$ cat src/rtl/sseg_pkg.sv
// Shared types and constants for the three-digit seven-segment display mux.
// All segment and anode patterns are active-low.
package sseg_pkg;

   typedef enum logic [1:0] {
      DIG0 = 2'd0,
      DIG1 = 2'd1,
      DIG2 = 2'd2
   } scan_state_t;

   // Segment order is [6:0] = g..a
   localparam logic [6:0] SEG_0     = 7'b1000000;
   localparam logic [6:0] SEG_1     = 7'b1111001;
   localparam logic [6:0] SEG_2     = 7'b0100100;
   localparam logic [6:0] SEG_3     = 7'b0110000;
   localparam logic [6:0] SEG_4     = 7'b0011001;
   localparam logic [6:0] SEG_5     = 7'b0010010;
   localparam logic [6:0] SEG_6     = 7'b0000010;
   localparam logic [6:0] SEG_7     = 7'b1111000;
   localparam logic [6:0] SEG_8     = 7'b0000000;
   localparam logic [6:0] SEG_9     = 7'b0010000;
   localparam logic [6:0] SEG_DASH  = 7'b0111111;
   localparam logic [6:0] SEG_BLANK = 7'b1111111;

   localparam logic [2:0] AN_OFF  = 3'b111;
   localparam logic [2:0] AN_DIG0 = 3'b110;
   localparam logic [2:0] AN_DIG1 = 3'b101;
   localparam logic [2:0] AN_DIG2 = 3'b011;

endpackage

$ cat src/rtl/bcd_to_sseg.sv
// Combinational BCD nibble to active-low seven-segment decoder.
// Non-decimal nibbles (A-F) render as a dash.
module bcd_to_sseg
   import sseg_pkg::*;
(
   input  logic [3:0] nibble,
   output logic [6:0] seg
);

   always_comb begin
      seg = SEG_DASH;
      case (nibble)
         4'd0:    seg = SEG_0;
         4'd1:    seg = SEG_1;
         4'd2:    seg = SEG_2;
         4'd3:    seg = SEG_3;
         4'd4:    seg = SEG_4;
         4'd5:    seg = SEG_5;
         4'd6:    seg = SEG_6;
         4'd7:    seg = SEG_7;
         4'd8:    seg = SEG_8;
         4'd9:    seg = SEG_9;
         default: seg = SEG_DASH;
      endcase
   end

endmodule

$ cat src/rtl/three_digit_sseg_mux.sv
// Snapshots a 3-digit BCD value plus overflow and scans it onto a multiplexed
// active-low display with glitch-free registered outputs.
// Optional macro SSEG_LEADING_ZERO_BLANK_EN blanks leading zeros in hundreds/tens.
//
// state | meaning
// ------+--------------------------------------------
// DIG0  | ones digit lit (an[0]), decodes snap[3:0]
// DIG1  | tens digit lit (an[1]), decodes snap[7:4]
// DIG2  | hundreds digit lit (an[2]), decodes snap[11:8]; dp shows overflow
module three_digit_sseg_mux
   import sseg_pkg::*;
#(
   parameter int REFRESH_COUNT = 100000
) (
   input  logic        clk,
   input  logic        reset_n,
   input  logic [11:0] bcd,
   input  logic        ovf,
   input  logic        load,
   input  logic        disp_en,
   output logic [2:0]  an,
   output logic [7:0]  sseg
);

   localparam int CNT_W = $clog2(REFRESH_COUNT);
   localparam logic [CNT_W-1:0] CNT_LAST = CNT_W'(REFRESH_COUNT - 1);

   logic [CNT_W-1:0] tick_cnt;
   logic             advance;
   logic [11:0]      snap;
   logic             ovf_q;
   scan_state_t      state_q;
   scan_state_t      state_d;
   logic [3:0]       digit_nib;
   logic [2:0]       an_sel;
   logic [6:0]       seg_raw;
   logic [6:0]       seg_digit;
   logic             blank;
   logic             dp_n;

   assign advance = (tick_cnt == CNT_LAST);

   always_ff @(posedge clk or negedge reset_n) begin
      if (!reset_n) begin
         tick_cnt <= '0;
      end else if (advance) begin
         tick_cnt <= '0;
      end else begin
         tick_cnt <= tick_cnt + CNT_W'(1);
      end
   end

   always_ff @(posedge clk or negedge reset_n) begin
      if (!reset_n) begin
         snap  <= 12'h000;
         ovf_q <= 1'b0;
      end else if (load) begin
         snap  <= bcd;
         ovf_q <= ovf;
      end
   end

   always_ff @(posedge clk or negedge reset_n) begin
      if (!reset_n) begin
         state_q <= DIG0;
      end else begin
         state_q <= state_d;
      end
   end

   always_comb begin
      state_d = state_q;
      if (advance) begin
         case (state_q)
            DIG0:    state_d = DIG1;
            DIG1:    state_d = DIG2;
            DIG2:    state_d = DIG0;
            default: state_d = DIG0;
         endcase
      end
   end

   always_comb begin
      digit_nib = snap[3:0];
      an_sel    = AN_DIG0;
      case (state_q)
         DIG0: begin
            digit_nib = snap[3:0];
            an_sel    = AN_DIG0;
         end
         DIG1: begin
            digit_nib = snap[7:4];
            an_sel    = AN_DIG1;
         end
         DIG2: begin
            digit_nib = snap[11:8];
            an_sel    = AN_DIG2;
         end
         default: begin
            digit_nib = snap[3:0];
            an_sel    = AN_DIG0;
         end
      endcase
   end

   bcd_to_sseg u_dec (
      .nibble (digit_nib),
      .seg    (seg_raw)
   );

`ifdef SSEG_LEADING_ZERO_BLANK_EN
   // Ones digit is never blanked so a zero value still shows "0"
   assign blank = ((state_q == DIG2) && (snap[11:8] == 4'h0)) ||
                  ((state_q == DIG1) && (snap[11:4] == 8'h00));
`else
   assign blank = 1'b0;
`endif

   assign seg_digit = blank ? SEG_BLANK : seg_raw;
   assign dp_n      = !((state_q == DIG2) && ovf_q);

   always_ff @(posedge clk or negedge reset_n) begin
      if (!reset_n) begin
         an   <= AN_OFF;
         sseg <= 8'hFF;
      end else if (disp_en) begin
         an   <= an_sel;
         sseg <= {dp_n, seg_digit};
      end else begin
         an   <= AN_OFF;
         sseg <= 8'hFF;
      end
   end

endmodule

$ cat config.mk
export PLATFORM = sky130hd
export DESIGN_NAME = three_digit_sseg_mux
export DESIGN_NICKNAME = d
export VERILOG_FILES = /design/src/rtl/sseg_pkg.sv /design/src/rtl/bcd_to_sseg.sv /design/src/rtl/three_digit_sseg_mux.sv
export SDC_FILE = /design/constraint.sdc
export NUM_CORES = 1
export LEC_CHECK = 0
export CAP_MARGIN = 15
export CORE_UTILIZATION = 61
export CTS_BUF_LIST = sky130_fd_sc_hd__clkbuf_8
export DETAILED_ROUTE_END_ITERATION = 8
export GPL_ROUTABILITY_DRIVEN = 0
export GPL_TIMING_DRIVEN = 0
export HOLD_SLACK_MARGIN = 0.02
export PLACE_DENSITY = 0.88
export SYNTH_ARGS = -nofsm -noshare
export SYNTH_HDL_FRONTEND = slang
export SYNTH_HIERARCHICAL = 1
export SYNTH_SLANG_ARGS = --single-unit
$ cat constraint.sdc
create_clock -name clk -period 3.77 [get_ports clk]
set_input_delay 0.754 -clock clk [delete_from_list [all_inputs] [get_ports clk]]
set_output_delay 0.754 -clock clk [all_outputs]
set_load 0.01 [all_outputs]
==> metrics.txt, run 1 <==
final setup TNS 0 ns; Setup WS pre-CTS 1.38 ns; worst skew pair latency 0.29 ns; switching pwr 0.211 mW; net count after synthesis 210; Int Power 0.695 mW; ranking of synthesized cells by area dfrtp_1, dfstp_2, mux2_1, ha_1, nor2_1; clk root buf clkbuf_8; Crit path max-delay family buffers and inverters; final period utilization 0.639; Final Max Slew Viols 0; H-tree levels 2; power per cell area 369 nW/um^2; Fill cells 223; Via-to-Cell Ratio 5.42; Buffers on Ports 27; status finished clean; Tot Pwr 0.906 mW; met1 GRT Util 0.289; register bit count reported by yosys 43; Worst Path Class, Setup flop to flop; Flop pwr share 0.551; first-pass GRT wire length 6230 um; GRT Util Overall 0.244; Ys Warns 6; final worst path period need 2.41 ns; CTS tree yes; FFs w/ async S/R, synth 1.00; TritonCTS Buffers 5; maximum buffer depth of the clock tree 2; fmax 415 MHz; post-CTS sizing 0; post-synth top area cell dfrtp_1; Post-Synthesis Cells 183; top cell type's share of synthesized area 0.392; CP Capture Type flop; Crit-path slowest cell dfrtp_1; Comb pwr share 0.122; Fin. Hold Viols 0; Initial Util 0.658; CTS Sinks 43; synthesized cell area 2040 um^2; M3 GR Usage 0.0693; Clock transition at path regs 0.08 ns; max cap viols 0; area growth from synthesis to layout 20.3%; DR iter-0 viols 53; final net count 244; CTS hold repair buffers 0; dpl cells 254; critical path peak fanout 9; global route overflow 0; wirelength, routed 3630 um; Worst Path Buf+Inv 3; Worst VDD drop 0.000267 V; most instantiated cells after synthesis dfrtp_1, nor2_1, nand2_1, mux2_1, dfstp_2; Post-synth EDFFs 0; clk_skew 0.00643 ns; Core Region 3100 um^2; Ant. Diodes 0; antenna violations before repair 0; HPWL after DPL 2790 um; Synth Flop Type dfrtp_1; endpoints failing setup 0; Worst setup SP type flop; postcts setup bufs 0; R2R Setup Slk 1.36 ns; HP Class flop to flop; Critical Path, Cell by Cell inv_1 -> ha_1 -> clkbuf_1 -> nor2_1 -> a21oi_1 -> inv_1 -> ha_1 -> or2_4 -> a21oi_1 -> nor2_1 -> nand2b_1; drt wl/cell 13.9 um; global route hottest layer met2; # DRC 0; Critical Path AT 2.62 ns; worst setup margin 1.36 ns; row count 20; Ports 28; Die Area 3580 um^2; CP Data Required Time 3.98 ns; Die Y-Extent 59.9 um; Post-Route Utilization 0.792; share of cells above drive strength 1 0.133; largest net degree at the start of global routing 44; Worst Tran Pin Value 0.885 ns; Switching Fraction 0.233; Post-Syn Area per Cell 11.2 um^2; total number of vias 1,420; Die X 59.9 um; top-count cell post-synth dfrtp_1; Worst path max stage delay 0.39 ns; sequential cell area fraction in the yosys report 0.534; RSZ-0062 raised after global routing false; Slew headroom 0.410; Yosys cell types 38; clock share of power 0.327; drt first pass iters 4; Final ANT Viol Nets 0; vias in the first global route 1,435; leakage 1.08 nW; final non-filler cell total 262; GRT met2 Usage 0.411
## path summary, 6_finish.rpt
check / depth (start not counted) / from / to
worst min-delay path: 1 / ovf_q$_DFFE_PN0P_ / sseg[7]$_DFF_PN1_
worst max register to register: 11 / state_q[0]$_DFFE_PN0N_ / sseg[0]$_DFF_PN1_
worst max-delay path: 11 / state_q[0]$_DFFE_PN0N_ / sseg[0]$_DFF_PN1_
worst min register to register: 1 / ovf_q$_DFFE_PN0P_ / sseg[7]$_DFF_PN1_
max in group asynchronous: 1 / reset_n / snap[2]$_DFFE_PN0P_
min in group asynchronous: 1 / reset_n / tick_cnt[12]$_DFF_PN0_
## power groups by stage
stage | Combinational, mW | Sequential (mW) | Clock [mW]
finish | 0.110 | 0.499 | 0.297
global route | 0.125 | 0.501 | 0.325
CTS | 0.112 | 0.499 | 0.305
detailed placement | 0.112 | 0.508 | 0
global placement | 0.108 | 0.506 | 0
floorplan | 0.0553 | 0.510 | 0
## kinds of logic (layout without fill, tap and decap cells)
family	count (synthesis)	after routing	synth area share
multiplexers	14	14	0.0766
AND/OR/NAND/NOR	72	72	0.186
AO/OA/AOI/OAI	20	20	0.0613
flip-flops	43	43	0.534
buffers and inverters	11	46	0.0251
XOR/XNOR	13	13	0.0558
adder cells (fa/ha/maj)	10	10	0.0613
## routing by layer
| layer | share of wire | up-vias |
|---|---|---|
| li1 | - | 685 |
| met1 | 0.43 | 672 |
| met2 | 0.49 | 53 |
| met3 | 0.051 | 10 |
| met4 | 0.025 | 0 |
| met5 | 0 | - |
## cell usage in the layout, fill, tap and decap left out, types with 7 or more instances in the layout
cell type / instances
dfstp_2: 11
xor2_1: 7
ha_1: 10
nand2b_1: 10
clkdlybuf4s50_1: 26
dfrtp_1: 32
mux2_1: 13
nand2_1: 15
nor2_1: 21
a21oi_1: 7
## area by class of cell
type / instances / area, um^2 / share of cell area
multi-input cells: 129 / 901 / 0.367
well taps: 44 / 55.1 / 0.0224
repair buffers: 27 / 265 / 0.108
clock buffers: 6 / 82.6 / 0.0336
inverters: 5 / 18.8 / 0.00764
clock inverters: 2 / 11.3 / 0.00458
plain buffers: 6 / 32.5 / 0.0132
flip-flops and latches: 43 / 1090 / 0.444
## through the flow
| stage | cell area (um^2) | hold slack, ns |
|---|---|---|
| finish | 2460 | 0.458 |
| CTS | 2460 | 0.458 |
| floorplan | 2040 | 0.396 |
| global route | 2460 | 0.489 |
| global placement | 2370 | 0.428 |
| detailed placement | 2360 | 0.444 |
## sequential cells by signal, indices dropped and copies added (netlist names)
register  cells
sseg          8
state_q       2
tick_cnt     17
snap         12
ovf_q         1
an            3
Note: power is estimated with default switching activity, not from simulation.
==> run 2: changes to the inputs <==
--- a/config.mk
+++ b/config.mk
@@ -6,13 +6,13 @@
 export NUM_CORES = 1
 export LEC_CHECK = 0
 export CAP_MARGIN = 15
-export CORE_UTILIZATION = 61
+export CORE_UTILIZATION = 56
 export CTS_BUF_LIST = sky130_fd_sc_hd__clkbuf_8
 export DETAILED_ROUTE_END_ITERATION = 8
 export GPL_ROUTABILITY_DRIVEN = 0
 export GPL_TIMING_DRIVEN = 0
 export HOLD_SLACK_MARGIN = 0.02
-export PLACE_DENSITY = 0.88
+export PLACE_DENSITY = 0.81
 export SYNTH_ARGS = -nofsm -noshare
 export SYNTH_HDL_FRONTEND = slang
 export SYNTH_HIERARCHICAL = 1
==> constraint.sdc (replaced) <==
create_clock -name clk -period 2.4 [get_ports clk]
set_input_delay 0.48 -clock clk [delete_from_list [all_inputs] [get_ports clk]]
set_output_delay 0.48 -clock clk [all_outputs]
set_load 0.01 [all_outputs]
==> run 2 against run 1 <==
Effect of this change: critical path depth is 1 lower; register-to-register slack got worse by 1.2 ns; first-iteration DRC count rose by 51%; combinational power rose by 61%; power is 59% higher; critical endpoint unchanged.
==> metrics.txt, run 2 (synthesized netlist as in run 1, its figures left out) <==
final net count 243; Die X 62.4 um; Die Y-Extent 62.4 um; Slew headroom 0.392; GRT Util Overall 0.220; Final Max Slew Viols 0; Fill cells 260; HP Class primary input to async pin; endpoints failing setup 0; most frequent cells in the layout dfrtp_1, clkdlybuf4s50_1, nor2_1, nand2_1, mux2_1; Clock transition at path regs 0.08 ns; final worst path period need 2.19 ns; first-pass GRT wire length 6560 um; # DRC 0; wirelength, routed 3690 um; drt wl/cell 14.0 um; most common cell after layout, fill and taps aside dfrtp_1; antenna violations before repair 0; TritonCTS Buffers 5; Initial Util 0.598; max cap viols 0; Worst VDD drop 0.000478 V; area growth from synthesis to layout 20.9%; fmax 456 MHz; final period utilization 0.913; max reg flops 17; CTS tree yes; leakage 1.09 nW; Buffers on Ports 27; CTS Sinks 43; Ant. Diodes 0; vias in the first global route 1,460; maximum buffer depth of the clock tree 2; Via-to-Cell Ratio 5.37; critical path peak fanout 9; leading registers by flop count tick_cnt: 17 flops, snap: 12 flops, sseg: 8 flops; global route overflow 0; worst skew pair latency 0.29 ns; Worst Tran Pin Value 0.913 ns; hold slack 0.312 ns; CP Capture Type flop; H-tree levels 2; clk root buf clkbuf_8; RSZ-0062 raised after global routing false; clock share of power 0.335; Register Area 1090 um^2; Worst setup SP type flop; Ports 28; power per cell area 585 nW/um^2; Fin. Hold Viols 0; largest net degree at the start of global routing 44; postcts setup bufs 0; DR iter-0 viols 80; share of cells above drive strength 1 0.143; Core Region 3420 um^2; total number of vias 1,413; Die Area 3890 um^2; final setup TNS 0 ns; row count 21; Critical Path AT 2.40 ns; Switching Fraction 0.224; CP Data Required Time 2.61 ns; clk_skew 0.00758 ns; HPWL after DPL 2760 um; status finished clean; Worst Path Class, Setup flop to flop; Final ANT Viol Nets 0; area taken by multi-input logic gates 908 um^2; switching pwr 0.323 mW; Int Power 1.12 mW; Comb pwr share 0.122; drt first pass iters 4; Top reg by flops tick_cnt; Flop pwr share 0.543
## run 2: worst max-delay path: stages (launching register included)
cell and delay (ns):
dfrtp_1 0.38, inv_1 0.09, ha_1 0.47, nor2_1 0.11
a21oi_2 0.21, inv_1 0.12, ha_1 0.19, or2_4 0.23
a21oi_1 0.14, nor2_1 0.05, nand2b_1 0.13
## run 2: metal layers
| layer | up-vias | routed length [um] | global-route usage |
|---|---|---|---|
| met5 | - | 0 | 0 |
| met4 | 0 | 64 | 0.0872 |
| met3 | 5 | 185 | 0.0529 |
| met2 | 47 | 1760 | 0.359 |
| met1 | 678 | 1680 | 0.284 |
| li1 | 683 | - | - |
## run 2: final timing paths
kind,cells after the start,endpoint,slack (ns),from
min reg2reg,1,sseg[7]$_DFF_PN1_,0.44,ovf_q$_DFFE_PN0P_
max,10,sseg[0]$_DFF_PN1_,0.21,state_q[0]$_DFFE_PN0N_
max reg2reg,10,sseg[0]$_DFF_PN1_,0.21,state_q[0]$_DFFE_PN0N_
min in group clk,1,sseg[7]$_DFF_PN1_,0.44,ovf_q$_DFFE_PN0P_
max in group asynchronous,1,state_q[1]$_DFFE_PN0N_,1.51,reset_n
min,1,tick_cnt[12]$_DFF_PN0_,0.31,reset_n
## run 2: repair_timing
| item | 4_1_cts | 5_1_grt |
|---|---|---|
| endpoints found under the setup margin | 2 | 5 |
| hold buffers | 0 | 0 |
| resized for setup | 1 | 1 |
## run 2: power by group through the flow
stage	combinational [mW]	clock, mW	sequential (mW)
final	0.177	0.484	0.785
after global routing	0.197	0.533	0.788
after CTS	0.178	0.495	0.784
after detailed placement	0.177	0	0.798
after global placement	0.171	0	0.795
after floorplan	0.0869	0	0.801
## run 2: through the flow
step / std cells / total power, mW / util / setup slack [ns] / instance area (um^2)
detailed placement: 256 / 0.975 / 0.692 / -0.0144 / 2360
CTS: 264 / 1.46 / 0.723 / 0.0741 / 2470
finish: 263 / 1.44 / 0.723 / 0.208 / 2470
global route: 263 / 1.52 / 0.723 / 0.0303 / 2470
floorplan: 183 / 0.888 / - / 0.272 / 2040
global placement: 256 / 0.966 / 0.694 / -0.112 / 2370
## run 2: cell type report
class,instances,share of cell area
timing repair buffer,27,0.107
clock buffer,7,0.0390
tap,46,0.0233
sequential,43,0.441
multi-input combinational,129,0.368
buffer,5,0.0117
inverter,5,0.00760
clock inverter,1,0.00152
==> run 3: changes to the inputs <==
--- a/config.mk
+++ b/config.mk
@@ -6,6 +6,7 @@
 export NUM_CORES = 1
 export LEC_CHECK = 0
 export CAP_MARGIN = 15
+export CORE_MARGIN = 3
 export CORE_UTILIZATION = 56
 export CTS_BUF_LIST = sky130_fd_sc_hd__clkbuf_8
 export DETAILED_ROUTE_END_ITERATION = 8
==> run 3 against run 2 <==
Effect of this change: design area fell by 0.51%; final cell count did not move; power fell by 1.9%; worst setup slack got worse by 0.029 ns; first-iteration DRC count fell by 25%.
==> metrics.txt, run 3 (synthesized netlist as in run 1, its figures left out) <==
antenna violations before repair 0; largest net degree at the start of global routing 44; final setup TNS 0 ns; worst skew pair latency 0.29 ns; Initial Util 0.598; drt wl/cell 14.6 um; Fill cells 251; clk_skew 0.0106 ns; Critical Path AT 2.43 ns; HPWL after DPL 2850 um; switching pwr 0.327 mW; Top reg by flops tick_cnt; Slew headroom 0.400; Tot Pwr 1.42 mW; max reg flops 17; Buffers on Ports 27; total number of vias 1,406; wirelength, routed 3830 um; critical path peak fanout 6; RSZ-0062 raised after global routing true; final worst path period need 2.22 ns; CTS hold repair buffers 0; leakage 1.08 nW; row count 21; clock share of power 0.321; leading registers by flop count tick_cnt: 17 flops, snap: 12 flops, sseg: 8 flops; clk root buf clkbuf_8; CP Capture Type flop; Worst setup SP type flop; CP Data Required Time 2.60 ns; GRT Util Overall 0.206; most common cell after layout, fill and taps aside dfrtp_1; max cap viols 0; dpl cells 256; most frequent cells in the layout dfrtp_1, clkdlybuf4s50_1, nor2_1, nand2_1, mux2_1; share of cells above drive strength 1 0.138; Worst Path Class, Setup flop to flop; endpoints failing setup 0; Die X 66.4 um; first-pass GRT wire length 6740 um; Final Max Slew Viols 0; Post-Route Utilization 0.719; H-tree levels 2; Comb pwr share 0.126; Core Region 3420 um^2; CTS Sinks 43; Final ANT Viol Nets 0; maximum buffer depth of the clock tree 2; DR iter-0 viols 60; Die Y-Extent 66.4 um; drt first pass iters 4; postcts setup bufs 0; final net count 243; Ports 28; Via-to-Cell Ratio 5.35; power per cell area 577 nW/um^2; Switching Fraction 0.230; CTS tree yes; status finished clean; TritonCTS Buffers 5; # DRC 0; vias in the first global route 1,484; Fin. Hold Viols 0; Worst Tran Pin Value 0.900 ns; Reg2Reg Depth 10; Ant. Diodes 0; Clock transition at path regs 0.07 ns; Int Power 1.09 mW; fmax 450 MHz; global route overflow 0; final period utilization 0.925; Flop pwr share 0.553; area growth from synthesis to layout 20.3%; Die Area 4410 um^2; Worst VDD drop 0.000324 V; HP Class primary input to async pin; final non-filler cell total 263
## run 3: path summary, 6_finish.rpt
check	startpoint	end	slack, ns
min in group clk	ovf_q$_DFFE_PN0P_	sseg[7]$_DFF_PN1_	0.46
min reg2reg	ovf_q$_DFFE_PN0P_	sseg[7]$_DFF_PN1_	0.46
max	state_q[0]$_DFFE_PN0N_	sseg[0]$_DFF_PN1_	0.18
max reg2reg	state_q[0]$_DFFE_PN0N_	sseg[0]$_DFF_PN1_	0.18
min	reset_n	tick_cnt[9]$_DFF_PN0_	0.32
max in group asynchronous	reset_n	snap[1]$_DFFE_PN0P_	1.53
## run 3: timing repair
| item | in CTS | in global routing |
|---|---|---|
| setup endpoints to repair | 1 | 5 |
| hold endpoints to repair | 0 | 0 |
| pin swaps | 0 | 0 |
| resized for setup | 1 | 0 |
## run 3: worst max-delay path, cell delays in order (launching register included)
cell and delay (ns):
dfrtp_1 0.40, inv_1 0.12, ha_1 0.32, a22oi_1 0.16
a21oi_2 0.28, inv_1 0.12, ha_1 0.19, or2_4 0.23
a21oi_1 0.13, nor2_1 0.05, nand2b_1 0.14
## run 3: through the flow
stage                     worst slack [ns]  hold WS [ns]  area [um^2]
after CTS                           0.0767         0.335         2460
after detailed placement           -0.0113         0.462         2360
final                                0.179         0.317         2460
after global placement              -0.114         0.426         2370
after floorplan                      0.272         0.184         2040
after global routing             -0.000135         0.382         2460
## run 3: area by class of cell
type	count	area (um^2)	area share
plain buffers	5	28.8	0.0117
clock buffers	6	82.6	0.0336
clock inverters	2	8.76	0.00357
inverters	5	18.8	0.00764
multi-input cells	129	905	0.368
flip-flops and latches	43	1090	0.444
well taps	46	57.6	0.0234
repair buffers	27	265	0.108
## run 3: layer usage
metal,global-route usage,share of wire
met5,0,0
met4,0.0964,0.017
met3,0.0527,0.055
met2,0.330,0.48
met1,0.260,0.44
## run 3: power by group through the flow
stage / combinational [mW] / sequential (mW) / clock (mW)
CTS: 0.180 / 0.785 / 0.469
detailed placement: 0.177 / 0.798 / 0
floorplan: 0.0869 / 0.801 / 0
finish: 0.178 / 0.784 / 0.456
global placement: 0.171 / 0.795 / 0
global route: 0.202 / 0.788 / 0.501
